### src/rtl/or_gate.sv
// ---------------------------------------------------------------------------
// or_gate
//
// Bitwise OR of two operands. The block has a purely combinational result and
// a small registered observation path.
//
// Parameters
//   WIDTH  : operand/result width (1..64)
//   CNT_W  : width of the saturating high-cycle counter (2..32)
//
// Ports
//   clk     in   rising-edge clock for all registered outputs
//   rst     in   synchronous, active-high reset; takes priority over en
//   a, b    in   WIDTH-bit operands
//   en      in   sample enable for every registered output
//   y       out  a | b, combinational, independent of clk/rst/en
//   y_q     out  registered copy of y, loaded on enabled edges
//   y_rise  out  per-bit one-cycle pulse when a bit of y_q goes 0 -> 1
//   any_q   out  registered OR-reduction of y, loaded on enabled edges
//   hi_cnt  out  saturating count of enabled edges where y was non-zero
//   sat     out  high while hi_cnt is all-ones
//
// There is no handshake on this block: inputs are sampled on every rising
// edge, and en qualifies the sample.
// ---------------------------------------------------------------------------
module or_gate #(
  parameter int WIDTH = 1,
  parameter int CNT_W = 16
) (
  input  logic             clk,
  input  logic             rst,
  input  logic [WIDTH-1:0] a,
  input  logic [WIDTH-1:0] b,
  input  logic             en,
  output logic [WIDTH-1:0] y,
  output logic [WIDTH-1:0] y_q,
  output logic [WIDTH-1:0] y_rise,
  output logic             any_q,
  output logic [CNT_W-1:0] hi_cnt,
  output logic             sat
);

  // The combinational result has no storage in its path, so it remains valid
  // with clk, rst and en tied off and keeps tracking a | b during reset.
  assign y = a | b;

  // Counter is at its ceiling; it holds rather than wrapping back to zero.
  assign sat = (hi_cnt == {CNT_W{1'b1}});

  always_ff @(posedge clk) begin
    if (rst) begin
      y_q    <= '0;
      y_rise <= '0;
      any_q  <= '0;
      hi_cnt <= '0;
    end else begin
      // The pulse compares the incoming value with the value held in y_q
      // before this edge. Once a pulse fires, y_q is already 1, so the same
      // bit cannot pulse on the next edge. A disabled edge always clears it.
      if (en) begin
        y_rise <= y & ~y_q;
      end else begin
        y_rise <= '0;
      end

      if (en) begin
        y_q   <= y;
        any_q <= |y;
        if ((|y) && !sat) begin
          hi_cnt <= hi_cnt + 1'b1;
        end
      end
    end
  end

endmodule

### config.mk
export PLATFORM = sky130hd
export DESIGN_NAME = or_gate
export DESIGN_NICKNAME = d
export VERILOG_FILES = /design/src/rtl/or_gate.sv
export SDC_FILE = /design/constraint.sdc
export NUM_CORES = 1
export LEC_CHECK = 0
export ABC_AREA = 1
export CAP_MARGIN = 10
export CORE_ASPECT_RATIO = 1.1
export CORE_MARGIN = 2
export CORE_UTILIZATION = 37
export DETAILED_ROUTE_END_ITERATION = 16
export DONT_BUFFER_PORTS = 1
export PLACE_DENSITY_LB_ADDON = 0.3
export SYNTH_ARGS = -nofsm -noshare
export SYNTH_HDL_FRONTEND = slang
export SYNTH_SLANG_ARGS = --single-unit
### constraint.sdc
create_clock -name clk -period 1.7 [get_ports clk]
set_input_delay 0.51 -clock clk [delete_from_list [all_inputs] [get_ports clk]]
set_output_delay 0.51 -clock clk [all_outputs]
set_load 0.005 [all_outputs]
==> reports/qor.csv, run 1 <==
metric,value,unit
global-route wire length before repair,4350,um
largest cells by area after synthesis,"dfxtp_1 (31%), nand2_1 (14%), a21oi_2 (7.6%)",
post-route minimum period,1.71,ns
setup TNS,-0.00584,ns
Worst EP required,1.19,ns
Avg WL per Cell,12.1,um
num rows,21,
Synth-to-Final Area Change,14.6,%
most frequent cell after synthesis,nand2_1,
max-slew violations,0,
Post-Synthesis Cells,163,
switching power,0.185,mW
DRT met1 WL,1110,um
failing checks,setup timing,
port buffer count,0,
Final setup viols,1,
worst hold path class,in2reg,
Final Hold Vio Count,0,
max_cap viols,0,
startpoint types,flop,
clk root buf,clkbuf_4,
CP Cell Sequence,nand2_2 > nor2_4 > nand2_4 > nor2_4,
Ys Warns,0,
Synth Net Count,169,
Sw Ratio,0.259,
"most used cell, CP",nor2_4,
DR top layer,met4,
Lkg Pwr,0.503,nW
Post-Synthesis Cell Area,0.00115,mm2
H-tree depth,1,
Post-synth top cells,"nand2_1 (44), nor2_1 (23), dfxtp_1 (18), inv_1 (14), nand3_1 (11)",
final HPWL from detailed placement,1970,um
outcome,"finished, violations left",
Worst-Margin Slew,0.382,ns
critical path capture point type,output port,
Max stage delay on crit path,0.40,ns
Num CTS Buffers,3,
fmax,0.586,GHz
Internal,0.529,mW
vertical die dimension,62.4,um
CP max-delay cell,dfxtp_4,
Final GP Congestion,0.788,
# nets final,185,
share of layout cells above drive strength 1,0.316,
clk buf depth,2,
clk_lat worst skew,0.31,ns
synthesized area per cell,7.03,um2
Post-synth ARST share,0,
"Seq/Total Area, Yosys",0.314,
count of cell types in the netlist,24,
die width,57.1,um
DRC viols,0,
sequential share of power,0.607,
number of global-route vias before repair,1021,
Synth area leader,dfxtp_1,
wire length on met3,145,um
Sink Count,18,
Comb pwr share,0.078,
top_reg_cell synth,dfxtp_1,
RSZ-0062 raised after global routing,true,
crit path buf inv count,0,
number of synthesized flops with an enable pin,0,
Top delay family on crit path,simple AND/OR/NAND/NOR gates,
Power Dens Cells,543,mW/mm2
"FF+latch count, synth",18,
Final Non-Filler Cells,211,
number of inserted diodes,0,
fin crit share,1.00,
Clock Power Share,0.315,
CTS tree,done,
core area,0.00300,mm2
crit-path max FO,5,
met2 WL,1250,um
total gr overflow,0,
antenna-violating nets left,0,
CP Class,reg2out,
Peak VDD IR,0.242,mV
Vias,1065,
Iter 0 DRT Violations,20,
WL final,2560,um
Final Util,0.439,
Starting Density,0.383,
final setup margin,-0.00584,ns
largest net degree at the start of global routing,18,
initial antenna violation count,0,
Placed Instances,206,
I/O pin count,26,
Clock Pin Slew Worst Setup and Hold Paths,0.11,ns
routed vias/inst,5.05,
Initial DRT Pass Iterations,4,
Rel. slew slack,0.745,
Die Area,0.00356,mm2
Final Power,0.714,mW
clock skew after layout,0.00828,ns
Synth top area share,0.314,
crit path DAT,1.20,ns
GRT Util Overall,0.155,
[routing by layer]
metal / vias to the layer above / global-route usage
met5: - / 0
met4: 0 / 0.0698
met3: 5 / 0.0476
met2: 20 / 0.267
met1: 494 / 0.170
li1: 546 / -
[cells by family after synthesis]
family / Yosys count / share of synthesized area
compound gates: 15 / 0.0982
xor+xnor: 5 / 0.0382
fa+ha+maj: 1 / 0.0109
buf+inv: 20 / 0.0906
flops: 18 / 0.314
simple gates: 104 / 0.448
[sequential cells by signal (all words and copies together), names as in the netlist]
signal  flops
y_rise      1
any_q       1
hi_cnt     16
[path summary, 6_finish.rpt]
kind | cells after the start | endpoint | slack, ns | from
worst max register to register | 9 | hi_cnt[9] | 0.29 | hi_cnt[4]
worst min register to register | 1 | y_rise | 0.53 | any_q
worst max-delay path | 4 | sat | -0.006 | hi_cnt[4]
worst min-delay path | 1 | hi_cnt[9] | 0.24 | rst
[cells in the final DEF (no fill, tap or decap), types with 4 or more instances in the layout]
master / count
inv_1: 13
nand2_2: 8
a21oi_2: 10
dfxtp_2: 4
nand2_1: 44
nand4_1: 4
nand3_1: 11
buf_4: 15
nor2_1: 23
nor2_4: 6
dfxtp_1: 11
[timing repair]
action / in CTS / in global routing
endpoints found under the setup margin: 1 / 1
hold buffers: 0 / 0
resized for setup: 12 / 2
pin swaps: 2 / 1
buffers inserted: 2 / 0
[layout make-up]
| class | instances | area (um2) |
|---|---|---|
| Tap cell | 34 | 42.5 |
| Clock buffer | 3 | 22.5 |
| Sequential cell | 18 | 377 |
| Inverter | 16 | 60.1 |
| Multi-Input combinational cell | 125 | 699 |
| Timing Repair Buffer | 15 | 113 |
| Fill cell | 332 | 1680 |
[through the flow]
stage | hold slack, ns | cell area, um2 | setup slack (ns)
finish | 0.236 | 1310 | -0.00584
global route | 0.228 | 1310 | -0.0515
CTS | 0.240 | 1310 | 0.000219
detailed placement | 0.523 | 1240 | 0.150
global placement | 0.521 | 1240 | 0.193
floorplan | 0.467 | 1150 | 0.127
[power by group through the flow]
| stage | Combinational [mW] | Sequential (mW) | Clock [mW] |
|---|---|---|---|
| after floorplan | 0.0539 | 0.446 | 0 |
| after global placement | 0.0543 | 0.444 | 0 |
| after detailed placement | 0.0554 | 0.445 | 0 |
| after CTS | 0.0574 | 0.436 | 0.226 |
| after global routing | 0.0640 | 0.435 | 0.242 |
| final | 0.0560 | 0.433 | 0.225 |
Note: power is estimated with default switching activity, not from simulation.
==> inputs of run 2 (changes only) <==
- PLACE_DENSITY: default -> 0.51
- PLACE_DENSITY_LB_ADDON: 0.3 -> default
==> run 2 against run 1 <==
The run now ends clean. Final area rose by 1.3%. Clock power rose by 23%. Wire length rose by 7.8%. Die area did not move. Final cell count did not move. Fmax rose by 0.59%. Sequential power barely moved. Register-to-register slack got worse by 0.02 ns. Clock skew rose by 0.011 ns. Critical path type unchanged.
==> reports/qor.csv, run 2 (synthesis gave the netlist of run 1 again) <==
metric,value,unit
fmax,0.590,GHz
Vias,1063,
number of inserted diodes,0,
total gr overflow,0,
CTS tree,done,
final setup margin,0.00420,ns
RSZ-0062 raised after global routing,true,
Final GP Congestion,0.801,
biggest regs,"hi_cnt (16), any_q (1), y_rise (1)",
max-slew violations,0,
I/O pin count,26,
die width,57.1,um
clk root buf,clkbuf_4,
"Most flops, register",hi_cnt,
Die Area,0.00356,mm2
reg2reg setup slack,0.27,ns
post-route minimum period,1.70,ns
Final Hold Vio Count,0,
Fin Hold WS,0.233,ns
routed vias/inst,5.04,
Rel. slew slack,0.729,
cells on worst reg2reg path,9,
Avg WL per Cell,13.1,um
global-route wire length before repair,4640,um
Sink Count,18,
outcome,finished clean,
antenna-violating nets left,0,
DRT met1 WL,1250,um
Largest register FFs,16,
Hold Path Depth,1,
CP max-delay cell,dfxtp_4,
fin crit share,0.998,
clock skew after layout,0.0191,ns
H-tree depth,1,
CP Cell Sequence,nand2_1 > nor2_1 > nand2_2 > nor2_4,
Final setup viols,0,
met2 WL,1280,um
Worst EP required,1.19,ns
Final Non-Filler Cells,211,
Starting Density,0.383,
critical path capture point type,output port,
Lkg Pwr,0.508,nW
number of global-route vias before repair,995,
Place WS,0.138,ns
Clock Pin Slew Worst Setup and Hold Paths,0.12,ns
wire length on met3,169,um
Power Dens Cells,574,mW/mm2
core area,0.00300,mm2
WL final,2760,um
initial antenna violation count,0,
vertical die dimension,62.4,um
Hold Startpoint,rst,
final HPWL from detailed placement,1990,um
# nets final,184,
r2r startpoint,hi_cnt[5],
Initial DRT Pass Iterations,4,
Num CTS Buffers,3,
GRT Util Overall,0.165,
largest net degree at the start of global routing,18,
Iter 0 DRT Violations,30,
clk_lat worst skew,0.31,ns
DR top layer,met4,
Placed Instances,205,
Synth-to-Final Area Change,16.2,%
hold path endpoint,hi_cnt[5],
crit-path max FO,6,
Max stage delay on crit path,0.40,ns
port buffer count,0,
most frequent cells in the layout,"nand2_1 (44), nor2_1 (23), buf_4 (14)",
DRC viols,0,
CP Class,reg2out,
max_cap viols,0,
num rows,21,
clk buf depth,2,
crit path DAT,1.19,ns
worst hold path class,in2reg,
Worst-Margin Slew,0.406,ns
"leading cell type in the layout, fill and taps excluded",nand2_1,
startpoint types,flop,
setup TNS,0,ns
RR Endpoint,hi_cnt[3],
share of layout cells above drive strength 1,0.345,
Peak VDD IR,0.432,mV
==> run 2: cell types whose count changed in the layout (fill, tap and decap cells not counted) <==
cell and change:
buf_4 -1, clkbuf_8 +1, dfxtp_1 -5, dfxtp_2 +3, dfxtp_4 +2
==> run 2: per-layer routing <==
layer  track usage  vias up
met5             0        -
met4        0.0872        0
li1              -      548
met3        0.0311        5
met2         0.266       23
met1         0.207      487
==> run 2: power by group <==
group	leakage, nW	internal (mW)	switching (mW)
sequential	0.153	0.422	0.00778
combinational	0.334	0.0205	0.0367
clock	0.0210	0.131	0.147
==> run 2: worst max-delay path, delay by kind of cell, from the launching register on <==
| kind | cells | cell delay, ns |
|---|---|---|
| flops | 1 | 0.40 |
| simple gates | 4 | 0.48 |
==> run 2: area by class of cell <==
type	count	area (um2)
fill	327	1660
multi-input combinational	125	699
sequential	18	388
timing repair buffer	14	105
inverter	16	60.1
tap	34	42.5
clock buffer	4	36.3
==> run 2: worst max path at each step <==
stage | from | end
after detailed placement | en | hi_cnt[14]
final | hi_cnt[13] | sat
after floorplan | hi_cnt[0] | sat
after global placement | en | hi_cnt[14]
after global routing | hi_cnt[13] | sat
after CTS | hi_cnt[13] | sat
==> run 2: stage by stage <==
stage               cell area [um2]  power (mW)  utilization
floorplan                      1150       0.500            -
global placement               1230       0.499        0.412
detailed placement             1230       0.501        0.412
CTS                            1310       0.772        0.439
global route                   1330       0.804        0.444
finish                         1330       0.765        0.444
==> run 2: repair_timing <==
action	in CTS	in global routing
hold buffers	0	0
cloned	0	0
buffers inserted	2	0
pin swaps	4	1
gates resized for setup	17	4
endpoints found under the setup margin	1	1
